File: config.mk
export PLATFORM = sky130hd
export DESIGN_NAME = dbg_mem_access_flat
export DESIGN_NICKNAME = d
export VERILOG_FILES = /design/src/rtl/dbg_pkg.sv /design/src/rtl/dbg_mem_access_if.sv /design/src/rtl/dbg_probe_mux.sv /design/src/rtl/dbg_mem_access.sv /design/src/flat_wrapper.sv
export SDC_FILE = /design/constraint.sdc
export NUM_CORES = 1
export LEC_CHECK = 0
export BUFFER_PORTS_ARGS = -buffer_cell sky130_fd_sc_hd__buf_2
export CORE_AREA = 8 8 315 317
export DETAILED_ROUTE_END_ITERATION = 10
export DIE_AREA = 0 0 323 325
export SYNTH_ARGS = -nofsm -noshare
export SYNTH_HDL_FRONTEND = slang
export SYNTH_HIERARCHICAL = 1
export SYNTH_SLANG_ARGS = --single-unit
File: constraint.sdc
create_clock -name clk -period 2.41 [get_ports clk]
set_input_delay 0.1205 -clock clk [delete_from_list [all_inputs] [get_ports clk]]
set_output_delay 0.1205 -clock clk [all_outputs]
set_load 0.05 [all_outputs]
File: src/rtl/dbg_pkg.sv
// rtl/dbg_pkg.sv - shared encodings for the debug memory access engine
package dbg_pkg;

    typedef enum logic [1:0] {
        OP_PROBE_RD = 2'd0,
        OP_MEM_RD   = 2'd1,
        OP_MEM_WR   = 2'd2,
        OP_RSVD     = 2'd3
    } op_e;

    localparam logic [1:0] TGT_IM = 2'd0;
    localparam logic [1:0] TGT_DM = 2'd1;
    localparam logic [1:0] TGT_RF = 2'd2;

    typedef enum logic [2:0] {
        S_IDLE,
        S_PROBE,
        S_RD_REQ,
        S_RD_DATA,
        S_RSP,
        S_WR,
        S_ACK
    } state_e;

endpackage

File: src/rtl/dbg_mem_access_if.sv
// rtl/dbg_mem_access_if.sv - command, write-data and response streams of the debug engine
interface dbg_mem_access_if #(
    parameter int DATA_W = 32,
    parameter int ADDR_W = 10,
    parameter int LEN_W  = 8
);
    logic              cmd_valid;
    logic              cmd_ready;
    logic [1:0]        cmd_op;
    logic [1:0]        cmd_tgt;
    logic [ADDR_W-1:0] cmd_addr;
    logic [LEN_W-1:0]  cmd_len;
    logic              wdat_valid;
    logic              wdat_ready;
    logic [DATA_W-1:0] wdat;
    logic              rsp_valid;
    logic              rsp_ready;
    logic [DATA_W-1:0] rsp_data;
    logic              rsp_last;

    modport master (
        output cmd_valid, cmd_op, cmd_tgt, cmd_addr, cmd_len, wdat_valid, wdat, rsp_ready,
        input  cmd_ready, wdat_ready, rsp_valid, rsp_data, rsp_last
    );

    modport slave (
        input  cmd_valid, cmd_op, cmd_tgt, cmd_addr, cmd_len, wdat_valid, wdat, rsp_ready,
        output cmd_ready, wdat_ready, rsp_valid, rsp_data, rsp_last
    );
endinterface

File: src/rtl/dbg_probe_mux.sv
// rtl/dbg_probe_mux.sv - indexed selector over packed probe channels
module dbg_probe_mux #(
    parameter int NPROBE = 18,
    parameter int DATA_W = 32,
    parameter int SEL_W  = 10
) (
    input  logic [NPROBE*DATA_W-1:0] probe_bus,
    input  logic [SEL_W-1:0]         sel,
    output logic [DATA_W-1:0]        data
);
    // Out-of-range indices read as zero.
    always_comb begin
        data = '0;
        for (int k = 0; k < NPROBE; k++) begin
            if (32'(sel) == k) data = probe_bus[k*DATA_W +: DATA_W];
        end
    end
endmodule

File: src/rtl/dbg_mem_access.sv
// rtl/dbg_mem_access.sv - length-counted probe/memory transaction engine for the debug unit
module dbg_mem_access
    import dbg_pkg::*;
#(
    parameter int NPROBE = 18,
    parameter int DATA_W = 32,
    parameter int ADDR_W = 10,
    parameter int NMEM   = 3,
    parameter int LEN_W  = 8
) (
    input  logic                     clk,
    input  logic                     rst,
    input  logic [NPROBE*DATA_W-1:0] probe_bus,
    dbg_mem_access_if.slave          bus,
    output logic [NMEM-1:0]          mem_en,
    output logic                     mem_we,
    output logic [ADDR_W-1:0]        mem_addr,
    output logic [DATA_W-1:0]        mem_wdata,
    input  logic [NMEM*DATA_W-1:0]   mem_rdata,
    output logic                     cpu_hold,
    output logic                     err
);
    state_e            state;
    op_e               op;
    logic [1:0]        tgt;
    logic [ADDR_W-1:0] addr;
    logic [LEN_W-1:0]  len;
    logic [LEN_W-1:0]  beats_left;
    logic [DATA_W-1:0] rsp_q;
    logic              err_q;
    logic [DATA_W-1:0] probe_data;
    logic              accept;
    logic              cmd_bad;
    logic              wr_beat;

    dbg_probe_mux #(
        .NPROBE (NPROBE),
        .DATA_W (DATA_W),
        .SEL_W  (ADDR_W)
    ) u_probe_mux (
        .probe_bus (probe_bus),
        .sel       (addr),
        .data      (probe_data)
    );

    always_comb begin
        cmd_bad = 1'b0;
        case (op_e'(bus.cmd_op))
            OP_PROBE_RD:          cmd_bad = 32'(bus.cmd_addr) >= NPROBE;
            OP_MEM_RD, OP_MEM_WR: cmd_bad = 32'(bus.cmd_tgt) >= NMEM;
            default:              cmd_bad = 1'b1;
        endcase
    end

    // Everything visible outside is forced quiet while rst is held.
    assign bus.cmd_ready  = !rst && (state == S_IDLE);
    assign accept         = bus.cmd_valid && bus.cmd_ready;
    assign bus.wdat_ready = !rst && (state == S_WR);
    assign wr_beat        = bus.wdat_ready && bus.wdat_valid;
    assign bus.rsp_valid  = !rst && (state == S_RSP || state == S_ACK);
    assign bus.rsp_last   = bus.rsp_valid && (state == S_ACK || beats_left == '0);
    assign bus.rsp_data   = rsp_q;
    assign mem_en         = (!rst && (state == S_RD_REQ || wr_beat)) ? (NMEM'(1) << tgt) : '0;
    assign mem_we         = wr_beat;
    assign mem_addr       = addr;
    assign mem_wdata      = wr_beat ? bus.wdat : '0;
    assign cpu_hold       = !rst && (state != S_IDLE);
    assign err            = !rst && err_q;

    always_ff @(posedge clk) begin
        if (rst) begin
            state      <= S_IDLE;
            op         <= OP_PROBE_RD;
            tgt        <= '0;
            addr       <= '0;
            len        <= '0;
            beats_left <= '0;
            rsp_q      <= '0;
            err_q      <= 1'b0;
        end else begin
            err_q <= 1'b0;
            case (state)
                S_IDLE: begin
                    if (accept) begin
                        op         <= op_e'(bus.cmd_op);
                        tgt        <= bus.cmd_tgt;
                        addr       <= bus.cmd_addr;
                        len        <= bus.cmd_len;
                        beats_left <= bus.cmd_len;
                        if (cmd_bad) begin
                            err_q <= 1'b1;
                            rsp_q <= '0;
                            state <= S_ACK;
                        end else begin
                            case (op_e'(bus.cmd_op))
                                OP_PROBE_RD: state <= S_PROBE;
                                OP_MEM_RD:   state <= S_RD_REQ;
                                default:     state <= S_WR;
                            endcase
                        end
                    end
                end
                S_PROBE: begin
                    rsp_q <= probe_data;
                    state <= S_RSP;
                end
                S_RD_REQ: state <= S_RD_DATA;
                S_RD_DATA: begin
                    rsp_q <= mem_rdata[32'(tgt)*DATA_W +: DATA_W];
                    state <= S_RSP;
                end
                S_RSP: begin
                    if (bus.rsp_ready) begin
                        if (beats_left == '0) begin
                            state <= S_IDLE;
                        end else begin
                            beats_left <= beats_left - LEN_W'(1);
                            if (op == OP_PROBE_RD) begin
                                // Probe index wraps on the channel count, not on 2^ADDR_W.
                                addr  <= (32'(addr) == NPROBE - 1) ? '0 : addr + ADDR_W'(1);
                                state <= S_PROBE;
                            end else begin
                                addr  <= addr + ADDR_W'(1);
                                state <= S_RD_REQ;
                            end
                        end
                    end
                end
                S_WR: begin
                    if (bus.wdat_valid) begin
                        addr <= addr + ADDR_W'(1);
                        if (beats_left == '0) begin
                            rsp_q <= DATA_W'(len) + DATA_W'(1);
                            state <= S_ACK;
                        end else begin
                            beats_left <= beats_left - LEN_W'(1);
                        end
                    end
                end
                S_ACK: begin
                    if (bus.rsp_ready) state <= S_IDLE;
                end
                default: state <= S_IDLE;
            endcase
        end
    end
endmodule

File: src/flat_wrapper.sv
// flat-port wrapper written by rule: the top's interface ports become plain ports
module dbg_mem_access_flat import dbg_pkg::*;
#(
    parameter int NPROBE = 18,
    parameter int DATA_W = 32,
    parameter int ADDR_W = 10,
    parameter int NMEM   = 3,
    parameter int LEN_W  = 8
)
  (clk, rst, probe_bus, mem_en, mem_we, mem_addr, mem_wdata, mem_rdata, cpu_hold, err, bus_cmd_valid, bus_cmd_op, bus_cmd_tgt, bus_cmd_addr, bus_cmd_len, bus_wdat_valid, bus_wdat, bus_rsp_ready, bus_cmd_ready, bus_wdat_ready, bus_rsp_valid, bus_rsp_data, bus_rsp_last);
  dbg_mem_access_if #(.DATA_W(DATA_W), .ADDR_W(ADDR_W), .LEN_W(LEN_W)) bus_i ();
  input  logic clk;
  input  logic rst;
  input  logic [NPROBE*DATA_W-1:0] probe_bus;
  output logic [NMEM-1:0] mem_en;
  output logic mem_we;
  output logic [ADDR_W-1:0] mem_addr;
  output logic [DATA_W-1:0] mem_wdata;
  input  logic [NMEM*DATA_W-1:0] mem_rdata;
  output logic cpu_hold;
  output logic err;
  input wire logic [$bits(bus_i.cmd_valid)-1:0] bus_cmd_valid;
  input wire logic [$bits(bus_i.cmd_op)-1:0] bus_cmd_op;
  input wire logic [$bits(bus_i.cmd_tgt)-1:0] bus_cmd_tgt;
  input wire logic [$bits(bus_i.cmd_addr)-1:0] bus_cmd_addr;
  input wire logic [$bits(bus_i.cmd_len)-1:0] bus_cmd_len;
  input wire logic [$bits(bus_i.wdat_valid)-1:0] bus_wdat_valid;
  input wire logic [$bits(bus_i.wdat)-1:0] bus_wdat;
  input wire logic [$bits(bus_i.rsp_ready)-1:0] bus_rsp_ready;
  output wire logic [$bits(bus_i.cmd_ready)-1:0] bus_cmd_ready;
  output wire logic [$bits(bus_i.wdat_ready)-1:0] bus_wdat_ready;
  output wire logic [$bits(bus_i.rsp_valid)-1:0] bus_rsp_valid;
  output wire logic [$bits(bus_i.rsp_data)-1:0] bus_rsp_data;
  output wire logic [$bits(bus_i.rsp_last)-1:0] bus_rsp_last;
  assign bus_i.cmd_valid = bus_cmd_valid;
  assign bus_i.cmd_op = bus_cmd_op;
  assign bus_i.cmd_tgt = bus_cmd_tgt;
  assign bus_i.cmd_addr = bus_cmd_addr;
  assign bus_i.cmd_len = bus_cmd_len;
  assign bus_i.wdat_valid = bus_wdat_valid;
  assign bus_i.wdat = bus_wdat;
  assign bus_i.rsp_ready = bus_rsp_ready;
  assign bus_cmd_ready = bus_i.cmd_ready;
  assign bus_wdat_ready = bus_i.wdat_ready;
  assign bus_rsp_valid = bus_i.rsp_valid;
  assign bus_rsp_data = bus_i.rsp_data;
  assign bus_rsp_last = bus_i.rsp_last;
  dbg_mem_access #(.NPROBE(NPROBE), .DATA_W(DATA_W), .ADDR_W(ADDR_W), .NMEM(NMEM), .LEN_W(LEN_W)) u_core (.clk(clk), .rst(rst), .probe_bus(probe_bus), .bus(bus_i), .mem_en(mem_en), .mem_we(mem_we), .mem_addr(mem_addr), .mem_wdata(mem_wdata), .mem_rdata(mem_rdata), .cpu_hold(cpu_hold), .err(err));
endmodule
# Word level (Yosys, flattened, before mapping)
# Cells that the tools add are included.
[classes]
bitwise_logic = 2
magnitude_cmp = 2
reduce_logical = 29
addsub = 3
shifts = 2
multipliers = 0
n_mux = 49
n_eq_ne = 32
n_div = 0
[ops]
columns = ["op", "count"]
rows = [
  ["32-bit two-way mux", 23],
  ["32-bit one-hot mux with 4 select lines", 1],
  ["96-bit by 8-bit indexed part select with 32-bit output", 1],
  ["10-bit by 4-bit == test with 1-bit output (second input constant)", 8],
  ["10-bit two-way mux", 6],
  ["10-bit by 3-bit == test with 1-bit output (second input constant)", 4],
  ["8-bit two-way mux", 4],
  ["10-bit one-hot mux with 3 select lines", 1],
  ["3-bit two-way mux", 8],
  ["8-bit one-hot mux with 3 select lines", 1],
  ["10-bit by 2-bit == test with 1-bit output (second input constant)", 2],
  ["10-bit by 5-bit == test with 1-bit output (second input constant)", 2],
  ["3-bit one-hot mux with 6 select lines", 1],
  ["5-bit AND reduction", 3],
  ["10-bit by 1-bit adder with 10-bit output (second input constant)", 1],
  ["10-bit by 1-bit == test with 1-bit output (second input constant)", 1],
  ["10-bit by 5-bit >= comparator with 1-bit output (second input constant)", 1],
  ["10-bit zero test", 1],
  ["2-bit inequality test (second input constant)", 5],
  ["8-bit by 1-bit adder with 9-bit output (second input constant)", 1],
  ["3-bit == test (second input constant)", 3],
  ["1-bit logical AND", 9],
  ["8-bit zero test", 1],
  ["8-bit by 1-bit subtractor with 8-bit output (second input constant)", 1],
  ["22 further kinds", 30],
]
[totals]
n_memories = 0
ramBits = 0
in_bits = 731
latch_bits = 0
mem_bits_ro = 0
ff_bits = 66
wordCells = 127

# Depth between registers and ports, before layout
# Gate-level depths: netlist (run 1).
[logic_depth]
ltp_word = 20
ltp_mapped = 15
ltp_nobuf = 11

# By module
# The synthesis (run 1) kept the hierarchy.
[by_module_without_submodules]
columns = ["module", "area_per_inst_um2", "instances", "cells_per_inst"]
rows = [
  ["dbg_probe_mux", 5310.1, 1, 828],
  ["dbg_mem_access", 4657.0, 1, 578],
]

# Worst setup path after synthesis (run 1)
# OpenSTA, ideal clock, no wires.
[synth_timing]
kind = "register to register"
start = "register u_core.addr[1] (netlist: u_core/mem_addr[1])"
end = "register u_core.rsp_q[4] (netlist: u_core/bus.rsp_data[4])"
arrival_time_ns = 2.930
stages_incl_launch_ff = 14
setup_slack_ns = -0.591
setup_ns = 0.072
cell_sequence = "dfxtp_1 buf_2 or3b_1 buf_2 nor4_4 buf_6 buf_6 nand2_1 a21oi_1 and2_1 o21ai_0 a211oi_1 a31oi_1 mux2i_1"
[synth_between]
elab_chain_len = 20
word_cells_on_any_way = 37
[synth_rtl]
columns = ["element", "line", "text"]
rows = [
  ["start, declared", "dbg_mem_access.sv:26", "logic [ADDR_W-1:0] addr;"],
  ["start signal, assigned", "dbg_mem_access.sv:87", "addr <= bus.cmd_addr;"],
  ["start signal, assigned", "dbg_mem_access.sv:120", "addr <= (32'(addr) == NPROBE - 1) ? '0 : addr + ADDR_W'(1);"],
  ["start signal, assigned", "dbg_mem_access.sv:123", "addr <= addr + ADDR_W'(1);"],
  ["10-bit zero test", "dbg_probe_mux.sv:15", "if (32'(sel) == k) data = probe_bus[k*DATA_W +: DATA_W];"],
  ["32-bit two-way mux (17 in a row)", "dbg_probe_mux.sv:15", ""],
  ["32-bit two-way mux (*)", "dbg_probe_mux.sv:15", ""],
  ["via u_core.probe_data[4]", "dbg_mem_access.sv:31", "logic [DATA_W-1:0] probe_data;"],
  ["32-bit one-hot mux with 4 select lines (*)", "dbg_mem_access.sv:82", "case (state)"],
  ["end signal, assigned", "dbg_mem_access.sv:104", "rsp_q <= probe_data;"],
  ["end signal, assigned", "dbg_mem_access.sv:109", "rsp_q <= mem_rdata[32'(tgt)*DATA_W +: DATA_W];"],
  ["end signal, assigned", "dbg_mem_access.sv:133", "rsp_q <= DATA_W'(len) + DATA_W'(1);"],
  ["end, declared", "dbg_mem_access.sv:29", "logic [DATA_W-1:0] rsp_q;"],
]
# The timed path passes the listed nets; every way through them passes the cells marked *.
# A chain may end at the register's enable or synchronous reset.

# Worst setup path in the final report (run 1)
[layout_timing]
start = "register u_core.addr[6] (netlist: u_core/mem_addr[6])"
end = "register u_core.rsp_q[26] (netlist: u_core/bus.rsp_data[26])"
# The elaborated chain is that of the path after synthesis.

==> run metrics, run 1 <==
first drt pass iteration count 7; most frequent cells in the layout 814 x buf_2, 349 x buf_4, 145 x nand2_1; grt ovf 0; maximum clock frequency around 320 MHz; final-stage net count 3292; worst hold margin about 0.040 ns; CP cell instances or4_4 -> or3_4 -> buf_6 -> buf_6 -> o221ai_4 -> a2111oi_4 -> o21ai_2 -> buf_6 -> o211ai_1 -> a22oi_1 -> o2bb2ai_2; CP max FO 5; number of fill cells roughly 11000; row count between 100 and 150; Routability Congestion 1.02; final wirelength 131 mm; Setup-failing EPs final 32; Worst Path Required ~2.7 ns; WP data arrival 3.33 ns; most used cell, CP buf_6; Max Cap Viol 0; Post-Syn Nets 2145; largest net degree at the start of global routing 52; number of DRC markers in iteration 0 between 1500 and 2000; core footprint approximately 94000 um^2; PD cells ~860 nW/um^2; syn_area_per_cell roughly 7.1 um^2; Seq cells post-synth 66; failing checks setup timing; Tightest Hold Check Type in2reg; Mapped Cells between 1000 and 1500; port bufs a little over 800; Clk pin slew, worst setup/hold paths around 0.070 ns; asr flop ratio synth 0; period utilization 1.28; Layout Utilization 0.223; initial core utilization 0.106; Max VDD drop between 400 and 500 uV; share of layout cells above drive strength 1 0.603; slew margin rel. 0.364; crit path capture type flip-flop; status complete, but fails checks; Warnings, synthesis 6; first-pass GRT wire length 169 mm; worst setup path category reg2reg; number of synthesized flops with an enable pin 0; Placed Area ~19000 um^2; worst-case clock skew 0.00990 ns; GRT Total Usage 0.235; ys flop type dfxtp_1; TritonCTS Buffers 9; TritonCTS clock tree built; initial antenna violation count 140; Final WS setup -0.687 ns; fin crit period between 3 and 4 ns; Startpoint Class flip-flop; post-synthesis cell type with the largest combined area dfxtp_1; DPL Wire Length roughly 120 mm; clk buf depth 2; Pins Over Slew Limit 0; Synth top area share 0.133; via count ~18000; WL/cell approximately 34 um; fin area between 20000 and 25000 um^2; Worst-Skew Late Latency 0.37 ns; Slowest Stage Delay on Critical Path between 0.6 and 0.7 ns; number of H-tree levels 3; pre-CTS setup slack -1.26 ns; die width about 320 um; Critical-path top delay cell or4_4; Hold Vio Cnt, Final 0; synthesized area around 10000 um^2; full die area around 100000 um^2; vias in the first global route 18200; TritonCTS Sinks between 60 and 70; share of the yosys chip area belonging to registers 0.133; detail-routed via count per cell between 4 and 5; total power approximately 18 mW; residual DRC count 0; area added between synthesis and finish 110%; RSZ-0062 raised after global routing yes; IO Count 815; Cell variety after synth 94; Die Y 325 um; Routed Antenna Nets 0; CTS Root Cell clkbuf_16; static leakage about 9.3 nW; Worst Max-Slew Pin Slew 0.952 ns; top cells by area, synth dfxtp_1 13%, nand2_1 5.9%, mux2i_1 5.7%; commonest non-fill, non-tap cell in the layout buf_2
cell families (layout without fill, tap and decap cells):
logic type	after synthesis	count (layout)	share of synthesized area
AOI/OAI and AO/OA	581	581	0.421
and+or+nand+nor	521	522	0.280
buffers and inverters	154	1305	0.0736
other	0	75	0
adders and majority gates	8	8	0.0100
DFF	66	66	0.133
xor gates and xnor gates	6	6	0.00527
muxes	70	70	0.0776
repair_timing:
item | in CTS | in global routing
buffers inserted | 31 | 26
cloned | 2 | 0
hold buffers | 8 | 0
setup endpoints to repair | 32 | 35
endpoints found under the hold margin | 8 | 0
resized for setup | 205 | 117
pin swaps | 62 | 73
metal layers:
| layer | GRT usage | part of all wire |
|---|---|---|
| met1 | 0.291 | 0.41 |
| met2 | 0.370 | 0.44 |
| met3 | 0.0909 | 0.10 |
| met4 | 0.0826 | 0.042 |
| met5 | 0 | 0.0039 |
sequential cells by signal (all words and copies together), names as in the netlist:
name and flops:
u_core/beats_left 8, u_core/bus.rsp_data 32, u_core/err_q 1, u_core/len 8, u_core/mem_addr 10, u_core/op 2
u_core/state 3, u_core/tgt 2
final cells by class:
type / count / area [um^2] / area share
Clock buffer: 10 / 229 / 0.0109
Multi-Input combinational cell: 1187 / 9210 / 0.439
Inverter: 20 / 76.3 / 0.00364
Timing Repair Buffer: 1269 / 8220 / 0.392
Sequential cell: 66 / 1360 / 0.0650
Antenna cell: 75 / 188 / 0.00896
Tap cell: 1265 / 1580 / 0.0755
Clock inverter: 6 / 88.8 / 0.00424
power breakdown:
group | switching [mW] | internal (mW) | total [mW]
Clock | 0.635 | 0.912 | 1.55
Sequential | 0.304 | 1.33 | 1.64
Combinational | 8.78 | 6.03 | 14.8
Total | 9.72 | 8.27 | 18.0
critical path: cells and delay by family (launching register included):
family | cells | cell delay [ns]
flops | 1 | 0.37
compound gates | 6 | 1.12
simple gates | 2 | 1.03
buf+inv | 3 | 0.44
per-stage QoR:
stage,std cells,setup TNS [ns]
final,3898,-15.60
after floorplan,1406,-3.25
after detailed placement,3750,-23.22
after global routing,3866,-18.44
after global placement,3750,-22.85
after CTS,3807,-16.04
path summary, 6_finish.rpt:
check             cells past startpoint                              endpoint  slack, ns                                start
setup / recovery                     11  u_core/bus.rsp_data[26]$_SDFFE_PP0P_      -0.69      u_core/mem_addr[6]$_SDFFE_PP0P_
setup reg to reg                     11  u_core/bus.rsp_data[26]$_SDFFE_PP0P_      -0.69      u_core/mem_addr[6]$_SDFFE_PP0P_
hold reg to reg                       1   u_core/bus.rsp_data[8]$_SDFFE_PP0P_       0.46  u_core/bus.rsp_data[8]$_SDFFE_PP0P_
hold / removal                        3            u_core/len[0]$_SDFFE_PP0P_       0.04                       bus_cmd_len[0]
synthesized netlist by cell type, types with 19 or more instances:
cell,instances
clkbuf_1,71
buf_2,42
nand3_1,42
o221ai_1,26
o22ai_1,44
mux2i_1,57
a221oi_1,26
a21oi_1,97
and3_1,40
o2bb2ai_2,20
nand2b_1,20
a22oi_1,62
a31oi_1,19
dfxtp_1,66
a211oi_1,19
nor3_1,40
nor2_1,98
o21ai_0,102
nand2_1,156
(Power assumes the default switching activity.)
==> inputs of run 2 (changes only) <==
--- a/config.mk
+++ b/config.mk
@@ -5,7 +5,7 @@
 export SDC_FILE = /design/constraint.sdc
 export NUM_CORES = 1
 export LEC_CHECK = 0
-export BUFFER_PORTS_ARGS = -buffer_cell sky130_fd_sc_hd__buf_2
+export BUFFER_PORTS_ARGS = -buffer_cell sky130_fd_sc_hd__buf_4
 export CORE_AREA = 8 8 315 317
 export DETAILED_ROUTE_END_ITERATION = 10
 export DIE_AREA = 0 0 323 325
==> run 2 against run 1 <==
Net effect:
- the run still ends with setup timing left
- design area up 15%
- clock power down 13%
- total power up 9.3%
- flip-flop and latch count unchanged
- combinational power up 13%
- clock skew up 0.0062 ns
- worst hold slack better by 0.042 ns
- largest power group unchanged
- highest routed layer unchanged
==> run metrics, run 2 (synthesized netlist as in run 1, its figures left out) <==
first-pass GRT wire length 168 mm (was 169 mm); initial antenna violation count 31 (was 140); first drt pass iteration count 6 (was 7); PD cells 815 nW/um^2 (was 859 nW/um^2); worst setup path category reg2reg (unchanged); TritonCTS Sinks 66 (unchanged); CP max FO 8 (was 5); final-stage net count 3328 (was 3292); number of H-tree levels 3 (unchanged); Setup-failing EPs final 32 (unchanged); detail-routed via count per cell 4.68 (was 4.66); Max VDD drop 406 uV (about the same); most frequent cells in the layout 1152 x buf_4, 146 x nand2_1, 80 x buf_6 (was 814 x buf_2, 349 x buf_4, 145 x nand2_1); residual DRC count 0 (unchanged); grt ovf 0 (unchanged); number of fill cells 10400 (was 10700); vias in the first global route 18300 (was 18200); Tightest Hold Check Type in2reg (unchanged); grt met3 use 0.0567 (was 0.0909); grt met1 use 0.303 (was 0.291); crit path capture type flip-flop (unchanged); cell family with most CP delay compound AO/OA/AOI/OAI gates (unchanged); Slowest Stage Delay on Critical Path 0.64 ns (was 0.61 ns); TritonCTS Buffers 9 (unchanged); Layout Utilization 0.256 (was 0.223); Pins Over Slew Limit 0 (unchanged); Startpoint Class flip-flop (unchanged); Worst-Skew Late Latency 0.37 ns (about the same); total power 19.7 mW (was 18.0 mW); pre-CTS setup slack -1.29 ns (was -1.26 ns); IO Count 815 (unchanged); clock network power share 0.069 (was 0.086); Max Cap Viol 0 (unchanged); status complete, but fails checks (unchanged); commonest non-fill, non-tap cell in the layout buf_4 (was buf_2); WP data arrival 3.40 ns (was 3.33 ns); port bufs 814 (unchanged); Critical-path top delay cell or4_4 (unchanged); area of the multi-input gates 9870 um^2 (was 9210 um^2); internal power 9.31 mW (was 8.27 mW); row count 113 (unchanged); fin crit period 3.17 ns (was 3.10 ns); GRT Total Usage 0.232 (was 0.235); Placed Area 20700 um^2 (was 18600 um^2); worst-case clock skew 0.0161 ns (was 0.00990 ns); period utilization 1.31 (was 1.28); final wirelength 130 mm (was 131 mm); Routability Congestion 1.03 (was 1.02); Die Y 325 um (unchanged); via count 18200 (about the same); Buf+Inv Stages, Crit Path 4 (was 3); DPL Wire Length 115 mm (was 117 mm); RSZ-0062 raised after global routing yes (unchanged); fin area 24100 um^2 (was 21000 um^2); Seq pwr share 0.083 (was 0.091); logic gate share of total power 0.848 (was 0.823); GRT Max-Usage Layer met2 (unchanged); sw power 10.4 mW (was 9.72 mW); Worst Max-Slew Pin Slew 0.985 ns (was 0.952 ns); largest net degree at the start of global routing 41 (was 52); Routed Antenna Nets 0 (unchanged); worst hold stages 3 (unchanged); area added between synthesis and finish 142% (was 110%); WL/cell 33.6 um (was 33.7 um); Final WS setup -0.758 ns (was -0.687 ns); die width 323 um (unchanged); initial core utilization 0.106 (unchanged); Register-to-Register Path Depth 13 (was 11); share of layout cells above drive strength 1 0.638 (was 0.603); Crit path depth 13 (was 11); maximum clock frequency 316 MHz (was 323 MHz); most used cell, CP buf_12 (was buf_6); max reg flops 32 (unchanged); Reg area 1360 um^2 (about the same); Clk pin slew, worst setup/hold paths 0.07 ns (about the same); core footprint 94200 um^2 (unchanged); TritonCTS clock tree built (unchanged); Worst Path Required 2.64 ns (was 2.65 ns); CP cell instances or4_4 -> buf_6 -> buf_12 -> buf_8 -> nor3_4 -> nand2_2 -> buf_12 -> o221ai_4 -> nor2_2 -> a221oi_4 -> o31ai_4 -> a22oi_2 -> o2bb2ai_2 (was or4_4 -> or3_4 -> buf_6 -> buf_6 -> o221ai_4 -> a2111oi_4 -> o21ai_2 -> buf_6 -> o211ai_1 -> a22oi_1 -> o2bb2ai_2); static leakage 10.5 nW (was 9.33 nW); CTS Root Cell clkbuf_16 (unchanged); Sw Share 0.527 (was 0.540); full die area 105000 um^2 (unchanged); met2 track demand over resource 0.373 (was 0.370); number of DRC markers in iteration 0 1897 (was 1671); slew margin rel. 0.333 (was 0.364); clk buf depth 2 (unchanged); Hold Vio Cnt, Final 0 (unchanged); Final TNS setup -19.38 ns (was -15.60 ns); failing checks setup timing (unchanged)
## run 2: cell types whose count changed in the layout (fill, tap and decap cells not counted), moves of 8 or more
cell	change
buf_4	+803
diode_2	-51
nor3_1	-8
a22oi_2	+13
buf_6	+26
a21oi_1	-11
buf_2	-814
nor2_4	+11
a22oi_1	-13
buf_12	+12
## run 2: cell type report
class	instances	area share
Antenna cell	24	0.00249
Timing Repair Buffer	1306	0.452
Inverter	20	0.00316
Sequential cell	66	0.0565
Clock inverter	7	0.00249
Clock buffer	9	0.00933
Tap cell	1265	0.0656
Multi-Input combinational cell	1186	0.409
## run 2: path summary, 6_finish.rpt
kind / startpoint / slack [ns] / endpoint
max: u_core/mem_addr[7]$_SDFFE_PP0P_ / -0.76 / u_core/bus.rsp_data[18]$_SDFFE_PP0P_
min: bus_cmd_op[1] / 0.08 / u_core/op[1]$_SDFFE_PP0P_
max reg2reg: u_core/mem_addr[7]$_SDFFE_PP0P_ / -0.76 / u_core/bus.rsp_data[18]$_SDFFE_PP0P_
min reg2reg: u_core/bus.rsp_data[12]$_SDFFE_PP0P_ / 0.47 / u_core/bus.rsp_data[12]$_SDFFE_PP0P_
## run 2: layer usage
layer	vias up	part of all wire
met2	1130	0.46
met1	8910	0.43
met5	-	0.00028
met3	161	0.083
li1	7955	-
met4	6	0.033
## run 2: stage by stage
stage | hold WS, ns | instances
CTS | 0.0509 | 3823
global route | 0.0736 | 3878
floorplan | 0.219 | 1406
finish | 0.0824 | 3883
global placement | 0.325 | 3751
detailed placement | 0.324 | 3751
## run 2: worst min-delay path: stages
cell and delay (ns):
buf_4 0.08, inv_1 0.07, o21ai_0 0.15
## run 2: power by group through the flow
stage | Clock, mW | Combinational (mW) | Sequential [mW]
3_5_place_dp | 0 | 13.8 | 1.65
3_3_place_gp | 0 | 13.8 | 1.64
5_1_grt | 1.45 | 17.3 | 1.67
4_1_cts | 1.43 | 15.8 | 1.63
2_1_floorplan | 0 | 5.03 | 1.98
6_report | 1.35 | 16.7 | 1.64
## run 2: timing repair
action                                  4_1_cts  5_1_grt
gates cloned                                  2        2
setup buffers                                57       55
hold buffers                                 10        0
endpoints found under the setup margin       35       35
endpoints found under the hold margin        10        0
gates resized for setup                     302      176
pin swaps                                   122      146
